--- config.mk ---
export PLATFORM = sky130hd
export DESIGN_NAME = mult_stage
export DESIGN_NICKNAME = d
export VERILOG_FILES = /design/src/rtl/dsp_pkg.sv /design/src/rtl/mult_pp25x18.sv /design/src/rtl/mult_stage.sv
export SDC_FILE = /design/constraint.sdc
export NUM_CORES = 1
export LEC_CHECK = 0
export ABC_CLOCK_PERIOD_IN_PS = 36600
export CAP_MARGIN = 0
export CORE_MARGIN = 2
export CORE_UTILIZATION = 59
export DETAILED_ROUTE_END_ITERATION = 10
export PLACE_DENSITY = 0.9
export SLEW_MARGIN = 20
export SYNTH_ARGS = -nofsm -noshare
export SYNTH_HDL_FRONTEND = slang
export SYNTH_SLANG_ARGS = --single-unit
--- constraint.sdc ---
create_clock -name clk -period 36.6 [get_ports clk]
set_input_delay 10.98 -clock clk [delete_from_list [all_inputs] [get_ports clk]]
set_output_delay 10.98 -clock clk [all_outputs]
set_load 0.05 [all_outputs]
--- src/rtl/dsp_pkg.sv ---
// Shared widths and M-register types for the DSP multiplier datapath.
package dsp_pkg;

  localparam int AW     = 25;
  localparam int BW     = 18;
  localparam int PW     = 43;
  localparam int BSPLIT = 9;

  typedef logic signed [PW-1:0] prod_t;

  typedef struct packed {
    prod_t mx;
    prod_t my;
    logic  valid;
  } mreg_t;

endpackage

--- src/rtl/mult_pp25x18.sv ---
// Combinational 25x18 signed partial-product generator.
// B is split so that pp_lo + pp_hi is the exact product.
module mult_pp25x18
  import dsp_pkg::*;
(
  input  logic [AW-1:0] a,
  input  logic [BW-1:0] b,
  input  logic          use_mult,
  output prod_t         pp_lo,
  output prod_t         pp_hi
);

  prod_t a_x;
  prod_t blo_x;
  prod_t bhi_x;

  // Low slice is unsigned; the high slice carries B's sign.
  always_comb begin
    a_x   = {{(PW-AW){a[AW-1]}}, a};
    blo_x = {{(PW-BSPLIT){1'b0}}, b[BSPLIT-1:0]};
    bhi_x = {{(PW-BW+BSPLIT){b[BW-1]}},
             b[BW-1:BSPLIT]};
    pp_lo = '0;
    pp_hi = '0;
    if (use_mult) begin
      pp_lo = a_x * blo_x;
      pp_hi = (a_x * bhi_x) <<< BSPLIT;
    end
  end

endmodule

--- src/rtl/mult_stage.sv ---
// Multiplier stage with optional M register and valid tracking.
// MULT_FUSED_OUT_EN: sum partials before the M register (M_Y = 0).
module mult_stage
  import dsp_pkg::*;
(
  input  logic          clk,
  input  logic          rst,
  input  logic          CEM,
  input  logic          MREG,
  input  logic          USE_MULT,
  input  logic          IN_VALID,
  input  logic [AW-1:0] A_MULT,
  input  logic [BW-1:0] B_MULT,
  output logic [PW-1:0] M_X,
  output logic [PW-1:0] M_Y,
  output logic          M_VALID,
  output logic          MULTSIGNOUT
);

  prod_t pp_lo;
  prod_t pp_hi;
  prod_t pp_x;
  prod_t pp_y;
  mreg_t m_d;
  mreg_t m_q;

  mult_pp25x18 u_pp (
    .a        (A_MULT),
    .b        (B_MULT),
    .use_mult (USE_MULT),
    .pp_lo    (pp_lo),
    .pp_hi    (pp_hi)
  );

  always_comb begin
`ifdef MULT_FUSED_OUT_EN
    pp_x = pp_lo + pp_hi;
    pp_y = '0;
`else
    pp_x = pp_lo;
    pp_y = pp_hi;
`endif
  end

  always_comb begin
    m_d = m_q;
    if (CEM) begin
      m_d.mx    = pp_x;
      m_d.my    = pp_y;
      m_d.valid = IN_VALID;
    end
  end

  always_ff @(posedge clk) begin
    if (rst) m_q <= '0;
    else     m_q <= m_d;
  end

  // Bypass still lets the register track CEM underneath.
  always_comb begin
    if (MREG) begin
      M_X     = m_q.mx;
      M_Y     = m_q.my;
      M_VALID = m_q.valid;
    end else begin
      M_X     = pp_x;
      M_Y     = pp_y;
      M_VALID = IN_VALID;
    end
  end

  assign MULTSIGNOUT = 1'((M_X + M_Y) >> (PW-1));

endmodule

==> summary.txt, run 1 <==
Logic synthesis
  – Post-synthesis cell area: roughly 0.020 mm²
  – Async S/R FF share, synth: 0%
  – Number of instances in the synthesized netlist: about 2400
  – Number of distinct standard cells referenced by the synthesized netlist: 67
  – Proportion of synthesized chip area in sequential cells: under 10%
  – Mean instance size in the synthesized netlist: 8.32 µm²
  – EDFF count, synth: 0
  – Ys Warns: 0
  – Post-synth top flop: sky130_fd_sc_hd__dfxtp_1
  – Register bit total from synthesis: 70

Timing
  – Achievable Freq: 0.0321 GHz
  – Fin. max-slew vios: 0
  – Relative slew slack: roughly a quarter
  – Fraction of the cycle the final worst path needs: a little under nine tenths
  – RSZ-0062 raised after global routing: no
  – Slew at the pin with the worst max-slew slack: around 1.1 ns
  – Setup Total Neg Slack: 0 ns
  – Final hold violations: 0
  – Clock Skew: 0 ns
  – Setup violation total in the final timing report: 0
  – Tmin final: 31.19 ns

Worst setup path
  – Critical path start-end classification: in -> out
  – Crit path launch type: primary input
  – CP endpoint kind: primary output
  – Worst setup startpoint: B_MULT[1]
  – Biggest fanout along the worst timing path: 25
  – Arrival @ worst endpoint: ~20 ns
  – Largest stage delay on the critical path: about 1.1 ns
  – Worst path most repeated cell: sky130_fd_sc_hd__fa_1
  – Source of the worst register-to-register timing path: m_q[42]
  – Library cell contributing the largest single delay on the critical path: sky130_fd_sc_hd__clkdlybuf4s50_1
  – Required time of the critical path: 25.62 ns

Detailed routing
  – Top routing layer in use: met4
  – Number of DRC violations after detailed-routing iteration 0: approximately 1400
  – Residual antenna-violating net count after detailed routing: 0
  – Detail-routed net length per standard cell: 18.0 µm
  – DRT Wirelength: between 50000 and 60000 µm
  – Met2 wire len: around 26000 µm
  – Post-Route M1 WL: roughly 19000 µm
  – Routed wl met3: 3420 µm
  – DRC violations left: 0
  – Via density: about 5.8
  – Number of detailed-routing iterations run before antenna repair: 5
  – Number of vias in the routed layout: roughly 17000

Die
  – Top-level I/O count: ~140
  – Initial core utilization: between 50 and 60%
  – Die Ht: about 190 µm
  – Rows: between 60 and 70
  – Area of the placeable core: roughly 0.033 mm²
  – X dimension of the die: between 150 and 200 µm
  – DIE AREA: 0.0352 mm²

Clock tree
  – Insertion delay of the later-clocked pin in the worst-skew pair: 0.35 ns
  – Cell chosen for the clock root: sky130_fd_sc_hd__clkbuf_16
  – Clock Sink Count: 70
  – Maximum buffer depth of the clock tree: 2
  – CTS-repair resized insts: 0
  – Hold buffers post-CTS: 0
  – Number of levels in the clock H-tree: 3
  – Number of buffers created by CTS: 9
  – TritonCTS clock tree: built
  – Clock-pin slew reported for the worst setup and hold paths after clock tree synthesis: around 0.050 ns
  – Setup fix buffers added after clock tree synthesis: 0

Worst hold path
  – Classification of the worst-slack hold path: reg -> reg
  – Hold path start: m_q[34]

Finish
  – Layout fillers: 2668
  – Layout net count: between 2000 and 3000
  – Synthesis-to-layout area growth: 8.08%
  – Register ranked first by flip-flop count: m_q
  – ANT cells: 0
  – Flip-flop count of the largest register after layout: 70
  – Register cell area after layout: 0.00140 mm²
  – Fraction of final layout cells sized beyond drive strength 1: 1.91%
  – Top Registers: m_q x70
  – Core utilization of the finished layout: approximately 64%
  – Multi-input gate area in the final layout: 0.0164 mm²

Outcome
  – Result of the run: complete, no violations

Placed design
  – Final estimated routing congestion in global placement: roughly 0.94
  – Post-detail-place hpwl: a little over 40000 µm
  – Count of input and output buffers: 127

Run
  – Number of max-cap violations: 0

Global route
  – Pin count of the biggest net entering global routing: roughly 110
  – Vias in the first global route: between 15000 and 20000
  – Remaining Overflow, GRT: 0
  – Global-route wire length before repair: just under 90000 µm
  – Antenna violations before repair: 0
  – GRT Util Overall: between 30% and 40%
==> layout by cell type (no fill, tap or decap), types with 4 or more instances in the layout <==
cell type,netlist,layout
sky130_fd_sc_hd__nand4_1,18,18
sky130_fd_sc_hd__nand2_1,351,351
sky130_fd_sc_hd__xor2_1,17,17
sky130_fd_sc_hd__a22o_1,4,4
sky130_fd_sc_hd__nor2_1,51,51
sky130_fd_sc_hd__buf_4,17,14
sky130_fd_sc_hd__clkbuf_16,0,9
sky130_fd_sc_hd__o22ai_1,4,4
sky130_fd_sc_hd__xnor2_1,45,45
sky130_fd_sc_hd__o211ai_1,10,10
sky130_fd_sc_hd__a21o_1,31,31
sky130_fd_sc_hd__dfxtp_1,70,70
sky130_fd_sc_hd__nor2b_1,9,9
sky130_fd_sc_hd__a211oi_1,6,6
sky130_fd_sc_hd__and3_1,4,4
sky130_fd_sc_hd__nand3_1,57,57
sky130_fd_sc_hd__nand3b_1,6,6
sky130_fd_sc_hd__o32ai_1,6,6
sky130_fd_sc_hd__nand2b_1,77,77
sky130_fd_sc_hd__ha_1,177,177
sky130_fd_sc_hd__o2111ai_1,4,4
sky130_fd_sc_hd__o21ai_0,92,92
sky130_fd_sc_hd__inv_1,408,408
sky130_fd_sc_hd__a31oi_1,9,9
sky130_fd_sc_hd__or2_2,5,5
sky130_fd_sc_hd__clkdlybuf4s50_1,0,121
sky130_fd_sc_hd__and4_1,5,5
sky130_fd_sc_hd__fa_1,367,367
sky130_fd_sc_hd__a21oi_1,102,102
sky130_fd_sc_hd__o21a_1,16,16
sky130_fd_sc_hd__o21bai_1,8,8
sky130_fd_sc_hd__nor3_1,12,12
sky130_fd_sc_hd__a211o_1,7,7
sky130_fd_sc_hd__o31ai_1,8,8
sky130_fd_sc_hd__and2_1,209,209
sky130_fd_sc_hd__nor3b_1,5,5
sky130_fd_sc_hd__nor4_1,4,4
sky130_fd_sc_hd__conb_1,1,9
==> synth_stat cells (10+ instances only) <==
master                     instances  share of area (%)
sky130_fd_sc_hd__xor2_1           17               0.75
sky130_fd_sc_hd__a21oi_1         102                2.6
sky130_fd_sc_hd__xnor2_1          45                2.0
sky130_fd_sc_hd__nor2_1           51               0.96
sky130_fd_sc_hd__nand3_1          57                1.4
sky130_fd_sc_hd__nand2_1         351                6.6
sky130_fd_sc_hd__nand4_1          18               0.57
sky130_fd_sc_hd__buf_4            17               0.64
sky130_fd_sc_hd__fa_1            367                 37
sky130_fd_sc_hd__o211ai_1         10               0.38
sky130_fd_sc_hd__o21a_1           16               0.60
sky130_fd_sc_hd__clkbuf_1        114                2.2
sky130_fd_sc_hd__a21o_1           31                1.2
sky130_fd_sc_hd__and2_1          209                6.6
sky130_fd_sc_hd__ha_1            177                 11
sky130_fd_sc_hd__inv_1           408                7.7
sky130_fd_sc_hd__nand2b_1         77                2.4
sky130_fd_sc_hd__o21ai_0          92                2.3
sky130_fd_sc_hd__dfxtp_1          70                7.0
sky130_fd_sc_hd__nor3_1           12               0.30
==> stage by stage <==
stage / setup WS [ns] / hold slack [ns] / instances / instance area, µm²
finish: 5.41 / 0.471 / 2856 / 21500
global route: 4.88 / 0.487 / 2856 / 21500
CTS: 5.52 / 0.470 / 2856 / 21500
detailed placement: 5.56 / 0.460 / 2841 / 21200
global placement: 5.85 / 0.455 / 2841 / 21200
floorplan: 6.75 / 0.447 / 2398 / 19900
==> cells by family (layout without fill, tap and decap cells) <==
kind of cell	after synthesis	count (layout)	synth area share [%]
xor+xnor	63	63	2.84
other cells	1	9	0.0188
mux	5	5	0.264
fa+ha+maj	544	544	48.1
buf+inv	552	562	10.8
flops	70	70	7.04
simple gates	822	822	20.6
compound gates	333	333	10.4
==> final timing paths <==
check	end	slack (ns)	cells past startpoint
max reg2reg	m_q[42]	35.76	2
max	MULTSIGNOUT	5.41	29
min	m_q[34]	0.47	2
min reg2reg	m_q[34]	0.47	2
==> worst max-delay path, delay by kind of cell <==
family	cells	cell delay, ns
fa+ha+maj	7	3.36
buf+inv	6	2.42
simple gates	6	1.18
xor+xnor	1	0.27
compound gates	9	1.98
==> layout make-up <==
type,instances,share of cell area [%]
clock buffers,9,1.05
clock inverters,6,0.297
inverters,409,7.14
multi-input cells,1776,76.2
flip-flops and latches,70,6.52
well taps,448,2.61
repair buffers,138,6.19
==> routing by layer <==
metal / vias up / GRT usage, %
li1: 7443 / -
met1: 8233 / 35.2
met2: 749 / 54.5
met3: 196 / 4.06
met4: 0 / 16.8
met5: - / 0
Power of run 1 is left out: the tool's default activity adds up to more than one toggle a clock period on the data nets, which glitch-free logic cannot reach.
==> run 2, diff against run 1 <==
--- a/config.mk
+++ b/config.mk
@@ -9,8 +9,9 @@
 export CAP_MARGIN = 0
 export CORE_MARGIN = 2
 export CORE_UTILIZATION = 59
+export CTS_CLUSTER_DIAMETER = 100
 export DETAILED_ROUTE_END_ITERATION = 10
-export PLACE_DENSITY = 0.9
+export PLACE_DENSITY_LB_ADDON = 0.3
 export SLEW_MARGIN = 20
 export SYNTH_ARGS = -nofsm -noshare
 export SYNTH_HDL_FRONTEND = slang
==> run 2 against run 1 <==
Clock-buffer cell count did not move; worst hold slack gained 0.0024 ns; sequential share of layout area hardly changed; first-iteration DRC count is 16% lower; largest cell class unchanged.
==> summary.txt, run 2 (synthesis gave the netlist of run 1 again) <==
Worst hold path
  – Classification of the worst-slack hold path: reg -> reg (unchanged)
  – Hold Path Depth: 2 (unchanged)

Timing
  – Achievable Freq: 0.0322 GHz (was 0.0321 GHz)
  – Setup Total Neg Slack: 0 ns (unchanged)
  – Clock Skew: 0 ns (unchanged)
  – Slew at the pin with the worst max-slew slack: 1.15 ns (was 1.13 ns)
  – Final hold violations: 0 (unchanged)
  – Setup violation total in the final timing report: 0 (unchanged)
  – Fraction of the cycle the final worst path needs: 85.0% (was 85.2%)
  – Fin. max-slew vios: 0 (unchanged)
  – Tmin final: 31.10 ns (was 31.19 ns)
  – Relative slew slack: 23.3% (was 24.5%)
  – RSZ-0062 raised after global routing: no (unchanged)

Finish
  – ANT cells: 0 (unchanged)
  – Synthesis-to-layout area growth: 8.27% (was 8.08%)
  – Flip-flop count of the largest register after layout: 70 (unchanged)
  – Layout net count: 3002 (was 2997)
  – Top Registers: m_q x70 (unchanged)
  – Register ranked first by flip-flop count: m_q (unchanged)
  – Most frequent standard cell in the layout excluding fill and tap cells: sky130_fd_sc_hd__inv_1 (unchanged)
  – Core utilization of the finished layout: 64.6% (was 64.4%)
  – Fraction of final layout cells sized beyond drive strength 1: 2.15% (was 1.91%)
  – Highest-count cells in the layout ignoring fill and taps: sky130_fd_sc_hd__inv_1, sky130_fd_sc_hd__fa_1, sky130_fd_sc_hd__nand2_1 (unchanged)

Clock tree
  – Hold buffers post-CTS: 0 (unchanged)
  – Number of buffers created by CTS: 9 (unchanged)
  – Setup fix buffers added after clock tree synthesis: 0 (unchanged)
  – Number of levels in the clock H-tree: 3 (unchanged)
  – Clock Sink Count: 70 (unchanged)
  – CTS-repair resized insts: 0 (unchanged)
  – Maximum buffer depth of the clock tree: 2 (unchanged)
  – Cell chosen for the clock root: sky130_fd_sc_hd__clkbuf_16 (unchanged)
  – TritonCTS clock tree: built (unchanged)
  – Clock-pin slew reported for the worst setup and hold paths after clock tree synthesis: 0.06 ns (was 0.05 ns)
  – Insertion delay of the later-clocked pin in the worst-skew pair: 0.34 ns (was 0.35 ns)

Detailed routing
  – Number of DRC violations after detailed-routing iteration 0: 1146 (was 1366)
  – DRT Wirelength: 49600 µm (was 51400 µm)
  – Residual antenna-violating net count after detailed routing: 0 (unchanged)
  – Via density: 5.70 (was 5.82)
  – Number of detailed-routing iterations run before antenna repair: 5 (unchanged)
  – DRC violations left: 0 (unchanged)
  – Detail-routed net length per standard cell: 17.3 µm (was 18.0 µm)
  – Number of vias in the routed layout: 16323 (was 16621)

Worst setup path
  – Crit path launch type: primary input (unchanged)
  – Biggest fanout along the worst timing path: 25 (unchanged)
  – Largest stage delay on the critical path: 1.14 ns (was 1.11 ns)
  – Worst reg2reg setup slack: 35.76 ns (about the same)
  – Arrival @ worst endpoint: 20.12 ns (was 20.21 ns)
  – Library cell contributing the largest single delay on the critical path: sky130_fd_sc_hd__clkdlybuf4s50_1 (unchanged)
  – Required time of the critical path: 25.62 ns (about the same)
  – CP endpoint kind: primary output (unchanged)
  – Worst path most repeated cell: sky130_fd_sc_hd__inv_1 (was sky130_fd_sc_hd__fa_1)
  – Path depth of the worst reg2reg path: 3 (was 2)
  – Critical path start-end classification: in -> out (unchanged)

Die
  – Area of the placeable core: 0.0334 mm² (unchanged)
  – X dimension of the die: 188 µm (unchanged)
  – Die Ht: 188 µm (unchanged)
  – DIE AREA: 0.0352 mm² (unchanged)
  – Rows: 67 (unchanged)
  – Top-level I/O count: 137 (unchanged)
  – Initial core utilization: 59.6% (unchanged)

Outcome
  – Result of the run: complete, no violations (unchanged)

Placed design
  – Post-detail-place hpwl: 39000 µm (was 40500 µm)
  – Final estimated routing congestion in global placement: 0.874 (was 0.939)
  – Count of input and output buffers: 127 (unchanged)

Global route
  – Antenna violations before repair: 0 (unchanged)
  – Remaining Overflow, GRT: 0 (unchanged)
  – Global-route wire length before repair: 85500 µm (was 86900 µm)
  – Vias in the first global route: 17813 (was 18157)
  – Pin count of the biggest net entering global routing: 94 (was 112)
  – GRT Util Overall: 29.8% (was 30.4%)

Run
  – Number of max-cap violations: 0 (unchanged)
-- run 2: worst paths after layout --
path,startpoint,to
worst max-delay path,B_MULT[1],MULTSIGNOUT
worst min-delay path,m_q[44],m_q[44]
worst max register to register,m_q[61],m_q[61]
worst min register to register,m_q[44],m_q[44]
-- run 2: layout make-up --
class                      instances  area (µm²)
clock buffer                       9         225
clock inverter                     7        65.1
fill                            2884       11800
inverter                         409        1540
multi-input combinational       1776       16400
sequential                        70        1400
tap                              448         561
timing repair buffer             143        1370
-- run 2: critical path: cells and delay by family --
family	cells	cell delay [ns]
xor+xnor	1	0.23
buf+inv	8	2.57
simple gates	7	1.26
fa+ha+maj	7	3.36
compound gates	8	1.68
-- run 2: per-stage QoR --
| stage | hold slack [ns] | area [µm²] | instances | setup WS (ns) |
|---|---|---|---|---|
| finish | 0.473 | 21500 | 2862 | 5.50 |
| CTS | 0.472 | 21500 | 2862 | 5.58 |
| detailed placement | 0.463 | 21300 | 2846 | 5.63 |
| floorplan | 0.447 | 19900 | 2398 | 6.75 |
| global placement | 0.455 | 21300 | 2846 | 5.78 |
| global route | 0.486 | 21500 | 2862 | 4.99 |
-- run 2: metal layers --
layer | up-vias | global-route usage, % | wire length, µm
met5 | - | 0 | 0
met1 | 8218 | 36.2 | 19700
met4 | 0 | 14.6 | 2670
li1 | 7468 | - | -
met2 | 495 | 53.4 | 25400
met3 | 142 | 2.71 | 1870
Power of run 2 is left out for the same reason.
